**src/rtl/axi_slave_write_ctrl.sv**
```systemverilog
// AXI slave write engine: accepts one AW burst at a time and its W beats.
// It generates per-beat byte addresses for FIXED/INCR/WRAP bursts, drives
// strobed byte-lane writes to the slave memory one cycle after each accepted
// beat, and returns a B response. The response carries the most severe error
// seen in the burst.
module axi_slave_write_ctrl #(
  parameter int WIDTH     = 32,
  parameter int SIZE      = 3,
  parameter int ADDR_BITS = 12
) (
  input  logic                   clk,
  input  logic                   resetn,
  input  logic                   awvalid,
  output logic                   awready,
  input  logic [WIDTH/8-1:0]     awid,
  input  logic [WIDTH-1:0]       awaddr,
  input  logic [WIDTH/8-1:0]     awlen,
  input  logic [SIZE-1:0]        awsize,
  input  logic [SIZE-2:0]        awburst,
  input  logic                   wvalid,
  output logic                   wready,
  input  logic [WIDTH/8-1:0]     wid,
  input  logic [WIDTH-1:0]       wdata,
  input  logic [WIDTH/8-1:0]     wstrb,
  input  logic                   wlast,
  output logic                   bvalid,
  input  logic                   bready,
  output logic [WIDTH/8-1:0]     bid,
  output logic [SIZE-2:0]        bresp,
  output logic                   mem_we,
  output logic [ADDR_BITS-1:0]   mem_addr,
  output logic [WIDTH/8-1:0]     mem_be,
  output logic [WIDTH-1:0]       mem_wdata
);

  localparam int NB        = WIDTH / 8;
  localparam int LANE_BITS = $clog2(NB);

  localparam logic [SIZE-2:0] BURST_FIXED = (SIZE-1)'(0);
  localparam logic [SIZE-2:0] BURST_WRAP  = (SIZE-1)'(2);
  localparam logic [SIZE-2:0] BURST_RSVD  = (SIZE-1)'(3);

  localparam logic [SIZE-2:0] RESP_OKAY   = (SIZE-1)'(0);
  localparam logic [SIZE-2:0] RESP_SLVERR = (SIZE-1)'(2);
  localparam logic [SIZE-2:0] RESP_DECERR = (SIZE-1)'(3);

  typedef enum logic [1:0] {
    IDLE = 2'd0,
    DATA = 2'd1,
    RESP = 2'd2
  } state_t;

  state_t               state_q;
  logic                 awready_q, wready_q, bvalid_q, mem_we_q;
  logic [NB-1:0]        bid_q, mem_be_q;
  logic [SIZE-2:0]      bresp_q;
  logic [ADDR_BITS-1:0] mem_addr_q;
  logic [WIDTH-1:0]     mem_wdata_q;

  // Captured burst context
  logic [NB-1:0]        awid_q, awlen_q, beat_q;
  logic [SIZE-1:0]      awsize_q;
  logic [SIZE-2:0]      awburst_q;
  logic [WIDTH-1:0]     addr_q;
  logic                 burst_bad_q;
  logic [SIZE-2:0]      err_q;

  // Combinational next-state and per-beat qualifiers
  logic [WIDTH-1:0]     addr_d;
  logic [SIZE-2:0]      err_d;
  logic [WIDTH-1:0]     size_bytes, aligned, wrap_mask, aw_size_bytes;
  logic [NB-1:0]        lane_mask;
  logic                 aw_bad, dec_err, id_err, last_beat, wlast_err, final_beat, suppress;
  logic [SIZE-2:0]      beat_err;
  int                   lane_lo, lane_hi;

  // Beat address sequencing, lane mask and error classification
  // NOTE: every always_comb output gets a default first so no path leaves it unassigned and infers a latch.
  always_comb begin
    size_bytes = WIDTH'(1) << awsize_q;
    aligned    = addr_q & ~(size_bytes - WIDTH'(1));
    wrap_mask  = ((WIDTH'(awlen_q) + WIDTH'(1)) << awsize_q) - WIDTH'(1);
    addr_d     = aligned + size_bytes;
    case (awburst_q)
      BURST_FIXED: addr_d = addr_q;
      BURST_WRAP:  addr_d = (addr_q & ~wrap_mask) | ((aligned + size_bytes) & wrap_mask);
      default:     addr_d = aligned + size_bytes;
    endcase

    lane_lo   = int'(addr_q[LANE_BITS-1:0]);
    lane_hi   = int'(aligned[LANE_BITS-1:0]) + int'(size_bytes) - 1;
    lane_mask = '0;
    for (int i = 0; i < NB; i++) begin
      lane_mask[i] = (i >= lane_lo) && (i <= lane_hi);
    end

    // Burst-wide faults detected on the AW handshake suppress every beat
    aw_size_bytes = WIDTH'(1) << awsize;
    aw_bad = (awsize > SIZE'(LANE_BITS)) || (awburst == BURST_RSVD) ||
             ((awburst == BURST_WRAP) &&
              ((awlen == '0) || ((awlen & (awlen + NB'(1))) != '0) ||
               ((awaddr & (aw_size_bytes - WIDTH'(1))) != '0)));

    dec_err    = addr_q[WIDTH-1:ADDR_BITS] != '0;
    id_err     = wid != awid_q;
    last_beat  = beat_q == awlen_q;
    wlast_err  = wlast != last_beat;
    final_beat = last_beat || wlast;
    suppress   = dec_err || burst_bad_q || id_err;

    beat_err = RESP_OKAY;
    if (dec_err)                                  beat_err = RESP_DECERR;
    else if (burst_bad_q || id_err || wlast_err)  beat_err = RESP_SLVERR;
    err_d = (beat_err > err_q) ? beat_err : err_q;
  end

  // Write FSM: all handshake and memory outputs are registered here
  // NOTE: sequential state uses non-blocking assignments so every register samples pre-edge values.
  always_ff @(posedge clk or negedge resetn) begin
    if (!resetn) begin
      state_q     <= IDLE;
      awready_q   <= 1'b0;
      wready_q    <= 1'b0;
      bvalid_q    <= 1'b0;
      bid_q       <= '0;
      bresp_q     <= '0;
      mem_we_q    <= 1'b0;
      mem_addr_q  <= '0;
      mem_be_q    <= '0;
      mem_wdata_q <= '0;
      awid_q      <= '0;
      awlen_q     <= '0;
      awsize_q    <= '0;
      awburst_q   <= '0;
      addr_q      <= '0;
      beat_q      <= '0;
      burst_bad_q <= 1'b0;
      err_q       <= '0;
    end else begin
      mem_we_q <= 1'b0;
      case (state_q)
        IDLE: begin
          awready_q <= 1'b1;
          if (awvalid && awready_q) begin
            awid_q      <= awid;
            awlen_q     <= awlen;
            awsize_q    <= awsize;
            awburst_q   <= awburst;
            addr_q      <= awaddr;
            beat_q      <= '0;
            burst_bad_q <= aw_bad;
            err_q       <= aw_bad ? RESP_SLVERR : RESP_OKAY;
            awready_q   <= 1'b0;
            wready_q    <= 1'b1;
            state_q     <= DATA;
          end
        end
        DATA: begin
          if (wvalid && wready_q) begin
            if (!suppress) begin
              mem_we_q    <= 1'b1;
              mem_addr_q  <= {addr_q[ADDR_BITS-1:LANE_BITS], {LANE_BITS{1'b0}}};
              mem_be_q    <= wstrb & lane_mask;
              mem_wdata_q <= wdata;
            end
            if (final_beat) begin
              wready_q <= 1'b0;
              bvalid_q <= 1'b1;
              bid_q    <= awid_q;
              bresp_q  <= err_d;
              state_q  <= RESP;
            end else begin
              err_q  <= err_d;
              addr_q <= addr_d;
              beat_q <= beat_q + NB'(1);
            end
          end
        end
        RESP: begin
          if (bready) begin
            bvalid_q  <= 1'b0;
            bid_q     <= '0;
            bresp_q   <= '0;
            awready_q <= 1'b1;
            state_q   <= IDLE;
          end
        end
        default: state_q <= IDLE;
      endcase
    end
  end

  assign awready   = awready_q;
  assign wready    = wready_q;
  assign bvalid    = bvalid_q;
  assign bid       = bid_q;
  assign bresp     = bresp_q;
  assign mem_we    = mem_we_q;
  assign mem_addr  = mem_addr_q;
  assign mem_be    = mem_be_q;
  assign mem_wdata = mem_wdata_q;

endmodule
```
**config.mk**
```make
export PLATFORM = sky130hd
export DESIGN_NAME = axi_slave_write_ctrl
export DESIGN_NICKNAME = d
export VERILOG_FILES = /design/src/rtl/axi_slave_write_ctrl.sv
export SDC_FILE = /design/constraint.sdc
export NUM_CORES = 1
export LEC_CHECK = 0
export ABC_AREA = 0
export CAP_MARGIN = 20
export CORE_UTILIZATION = 25
export CTS_CLUSTER_DIAMETER = 200
export DETAILED_ROUTE_END_ITERATION = 8
export PLACE_DENSITY = 0.49
export SYNTH_ARGS = -nofsm -noshare
export SYNTH_HDL_FRONTEND = slang
export SYNTH_SLANG_ARGS = --single-unit
```
**constraint.sdc**
```tcl
create_clock -name clk -period 3.8 [get_ports clk]
set_input_delay 1.14 -clock clk [delete_from_list [all_inputs] [get_ports clk]]
set_output_delay 1.14 -clock clk [all_outputs]
set_load 0.02 [all_outputs]
```
==> run summary <==
The run finished with clean final reports. Synthesis handed over a netlist of 805 instances. The source of the worst hold timing path was mem_be[0]$_DFFE_PN0P_.

The netlist uses 85 different library cells. The tools report the highest achievable clock rate as 0.279 GHz. Dividing total power by cell area gives a power density of 798 nW/µm². TritonCTS built the clock tree.

The via count of the first global-routing pass was 6,772. The number of port buffers was 146. The run gives 38,200 µm as the global-route wire length before repair.

At the pin with the least slew margin, the transition time is 0.953 ns. The number of enable-type register cells in the synthesized netlist works out to 0. The final weighted congestion of routability-driven global placement came out at 0.877.

The run gives 37.6% as the proportion of synthesized chip area in sequential cells. The final count of negative-setup-slack endpoints is 0, and the number of iterations in the first detailed-routing pass is 7. For hold timing, the worst endpoint is mem_be[0]$_DFFE_PN0P_. The run gives 0 as the overflow left after global routing. The worst setup path is of the reg -> reg kind. For this run, design rule violations remaining after detail routing come to 0.

The minimum setup slack among reg-to-reg paths is 0.22 ns. The die covers 30,000 µm². TritonCTS created 9 clock buffers.

Of the available clock period, the critical path in the final layout requires 94.2%. The count of H-tree levels built during CTS was 3. The critical path startpoint category was a flip-flop. For this run, the total global-route usage over all layers was measured as 16.2%.

Leaving out fill and tap cells, the most frequent cells in the layout are sky130_fd_sc_hd__clkdlybuf4s50_1, sky130_fd_sc_hd__dfrtp_1, sky130_fd_sc_hd__nand2_1. The clock slew seen by the registers of the worst setup and hold paths was 0.09 ns; the number of hold buffers added after cts was 0. On the worst path, the slowest cell contributes a delay of 0.41 ns.

The cell area that synthesis handed to floorplanning was 7320 µm². The starting density of the core was 25.4%. For this design the static power due to leakage is 4.15 nW. For this block, the via count after detailed routing is 6,677.

The pin count of the biggest net entering global routing was 56. The share of layout cells above drive strength 1 was 17.5%. The startpoint of the worst-slack reg-to-reg timing path is awsize_q[1]$_DFFE_PN0P_. Data arrives at the worst endpoint at 3.87 ns.

The finished cells cover 9900 µm². After floorplanning, the core was sized to cover 28,800 µm². The multi-input combinational cells in the finished layout cover a total of 4350 µm².

The clock period minus worst slack is 3.58 ns, and the post-detailed-routing wire length is 24,000 µm. The launching instance or port of the critical path was awsize_q[1]$_DFFE_PN0P_. Once layout is complete, the cells apart from fillers number 1,366. The tools report the kind of end point of the critical path as a flip-flop.

The logs give 110 for the total clock sinks and 0.00790 W for the post-layout total power. Leaving out fill and tap cells, the most frequent cell in the layout is sky130_fd_sc_hd__clkdlybuf4s50_1. The initial antenna violation count was 0; the number of hold violations in the final report was 0.

Hold timing on the final database bottoms out at a slack of 0.483 ns. The die width was 173 µm. In this run the worst path has a maximum fanout of 7. Count of pins on the block boundary: 149. The share of flip-flops with an asynchronous set or reset after synthesis works out to 100%. The antenna diode count is 0, and the number of nets in the layout is 1,098. Highest-delay cell along the critical path: sky130_fd_sc_hd__dfrtp_1.

After detailed routing, the average wire length per cell comes to 17.6 µm. The cell at the root of the clock tree was sky130_fd_sc_hd__clkbuf_16. The mean area per synthesized cell is 9.09 µm². Including well taps, the total number of placed cells is 1,344. Counting along the longest clock path gives a buffer depth of 2. In the final layout, flip-flops and latches occupy 2750 µm². For the endpoint required time on the critical path, the log shows 4.10 ns. In this run the vertical extent of the chip is 173 µm.

The first routing iteration left 422 violations. Clock latency on the worst-skew pair, taken at its later pin, is 0.37 ns. The path class of the lowest-slack min-delay path was reg -> reg.

The detailed-route vias per instance works out to 4.89. Traced cell by cell, the critical path runs through buf_6 > or3b_4 > ha_2 > a21oi_2 > o211ai_1 > inv_1 > ha_1 > and2_4 > ha_4 > o21ai_0 > o21a_2 > a211o_1 > or3_1 > xor2_1 > nand2b_1 > a31oi_1. The post-route clock skew was 0.0169 ns. The final number of max-transition violations is 0, and the count of cells along the worst hold path is 2.

The depth of the most critical reg-to-reg path was 16. For the number of filler instances in the final layout, the log shows 3,036. During synthesis, Yosys emitted a total of 0 warnings. From synthesis to final layout, the design area changed by 35.4%.

Top flip-flop cell by instance count after synthesis: sky130_fd_sc_hd__dfrtp_1. Flop and latch count out of synthesis: 110. The run gives 0 as the antenna violation net count after detailed routing.

The tools report the worst ir drop on vdd as 0.313 mV. The logs give 9450 µm² for the placed cell area and 62 for the standard-cell row count. The HPWL after detailed placement was 18,300 µm; the worst-case headroom to the max-slew limit was 36.5%.

The max-cap check violation count is 0.
## worst max-delay path: cells and delay by family (launching register included)
family / cells / cell delay [ns]
compound gates: 6 / 1.01
fa+ha+maj: 3 / 0.70
xor+xnor: 1 / 0.15
flops: 1 / 0.41
simple gates: 4 / 1.02
buf+inv: 2 / 0.23
## worst max path at each step
| stage | to | slack (ns) | cells after the start |
|---|---|---|---|
| finish | flip-flop | 0.22 | 16 |
| floorplan | mem_be[2]$_DFFE_PN0P_ | 0.02 | 20 |
| global placement | mem_be[3]$_DFFE_PN0P_ | 0.02 | 19 |
| detailed placement | mem_be[3]$_DFFE_PN0P_ | -0.1 | 17 |
| global route | mem_be[2]$_DFFE_PN0P_ | -0.02 | 20 |
| CTS | flip-flop | 0.05 | 16 |
## power by group
group	total [W]	internal [W]	switching, W
combinational	0.00497	0.00219	0.00277
sequential	0.00192	0.00149	0.000435
clock	0.00102	0.000470	0.000545
total	0.00790	0.00415	0.00375
## layout make-up
| type | count | area share (%) |
|---|---|---|
| timing repair buffer | 202 | 19.2 |
| multi-input combinational | 620 | 43.9 |
| sequential | 110 | 27.8 |
| tap | 384 | 4.85 |
| clock inverter | 7 | 0.733 |
| inverter | 34 | 1.29 |
| clock buffer | 9 | 2.27 |
## Yosys cell counts, types with 3 or more instances
cell,n,area share [%]
sky130_fd_sc_hd__o2111ai_1,3,0.36
sky130_fd_sc_hd__nor4_1,7,0.60
sky130_fd_sc_hd__a31oi_1,11,0.94
sky130_fd_sc_hd__a2bb2oi_1,5,0.60
sky130_fd_sc_hd__o21a_1,9,0.92
sky130_fd_sc_hd__a22oi_1,10,1.0
sky130_fd_sc_hd__nor3_1,15,1.0
sky130_fd_sc_hd__clkbuf_1,25,1.3
sky130_fd_sc_hd__a22o_1,3,0.36
sky130_fd_sc_hd__nand2_1,85,4.4
sky130_fd_sc_hd__a211o_1,3,0.36
sky130_fd_sc_hd__inv_1,31,1.6
sky130_fd_sc_hd__buf_2,7,0.48
sky130_fd_sc_hd__mux2i_1,4,0.55
sky130_fd_sc_hd__nand4b_1,4,0.48
sky130_fd_sc_hd__a21o_1,6,0.62
sky130_fd_sc_hd__or2_2,4,0.34
sky130_fd_sc_hd__nand3_1,28,1.9
sky130_fd_sc_hd__o22ai_1,4,0.34
sky130_fd_sc_hd__xor2_1,18,2.2
sky130_fd_sc_hd__a32oi_1,3,0.36
sky130_fd_sc_hd__and3_1,6,0.51
sky130_fd_sc_hd__nand4_1,10,0.86
sky130_fd_sc_hd__a211oi_1,3,0.31
sky130_fd_sc_hd__xnor2_1,30,3.6
sky130_fd_sc_hd__or3_1,5,0.43
sky130_fd_sc_hd__o31ai_1,8,0.82
sky130_fd_sc_hd__nor2b_1,6,0.51
sky130_fd_sc_hd__o21ai_1,10,0.68
sky130_fd_sc_hd__mux2_2,56,8.6
sky130_fd_sc_hd__a21oi_1,55,3.8
sky130_fd_sc_hd__inv_2,3,0.15
sky130_fd_sc_hd__buf_1,4,0.21
sky130_fd_sc_hd__buf_6,4,0.62
sky130_fd_sc_hd__and4_1,4,0.48
sky130_fd_sc_hd__and2_1,9,0.77
sky130_fd_sc_hd__a221oi_1,5,0.60
sky130_fd_sc_hd__o21ai_0,32,2.2
sky130_fd_sc_hd__nand2b_1,11,0.94
sky130_fd_sc_hd__ha_1,29,5.0
sky130_fd_sc_hd__dfrtp_1,110,38
sky130_fd_sc_hd__nor2_1,64,3.3
## metrics by stage
step           util, %  setup TNS (ns)  setup slack, ns
2_1_floorplan        -               0           0.0224
3_3_place_gp      32.8               0           0.0199
3_5_place_dp      32.8          -0.273          -0.0962
4_1_cts           34.0               0           0.0486
5_1_grt           34.4         -0.0363          -0.0208
6_report          34.4               0            0.221
## repair_timing
| action | CTS | global route |
|---|---|---|
| pin swaps | 5 | 9 |
| setup buffers | 2 | 4 |
| gates resized for setup | 4 | 23 |
| setup endpoints to repair | 3 | 20 |
## layer usage
layer,vias to the layer above,wire (µm),track usage (%)
met4,0,312,3.80
met1,3202,11200,20.9
met2,200,11100,26.8
met5,-,0,0
li1,3256,-,-
met3,19,1410,4.31
## logic make-up (layout without fill, tap and decap cells)
kind of cell | count (synthesis) | after routing | share of synthesized area [%]
simple gates | 275 | 275 | 18.7
compound gates | 205 | 205 | 18.9
flops | 110 | 110 | 37.6
buf+inv | 76 | 252 | 4.53
mux | 60 | 60 | 9.17
xor+xnor | 48 | 48 | 5.75
fa+ha+maj | 30 | 30 | 5.23
other cells | 1 | 2 | 0.0513
Note: power is estimated with default switching activity, not from simulation.
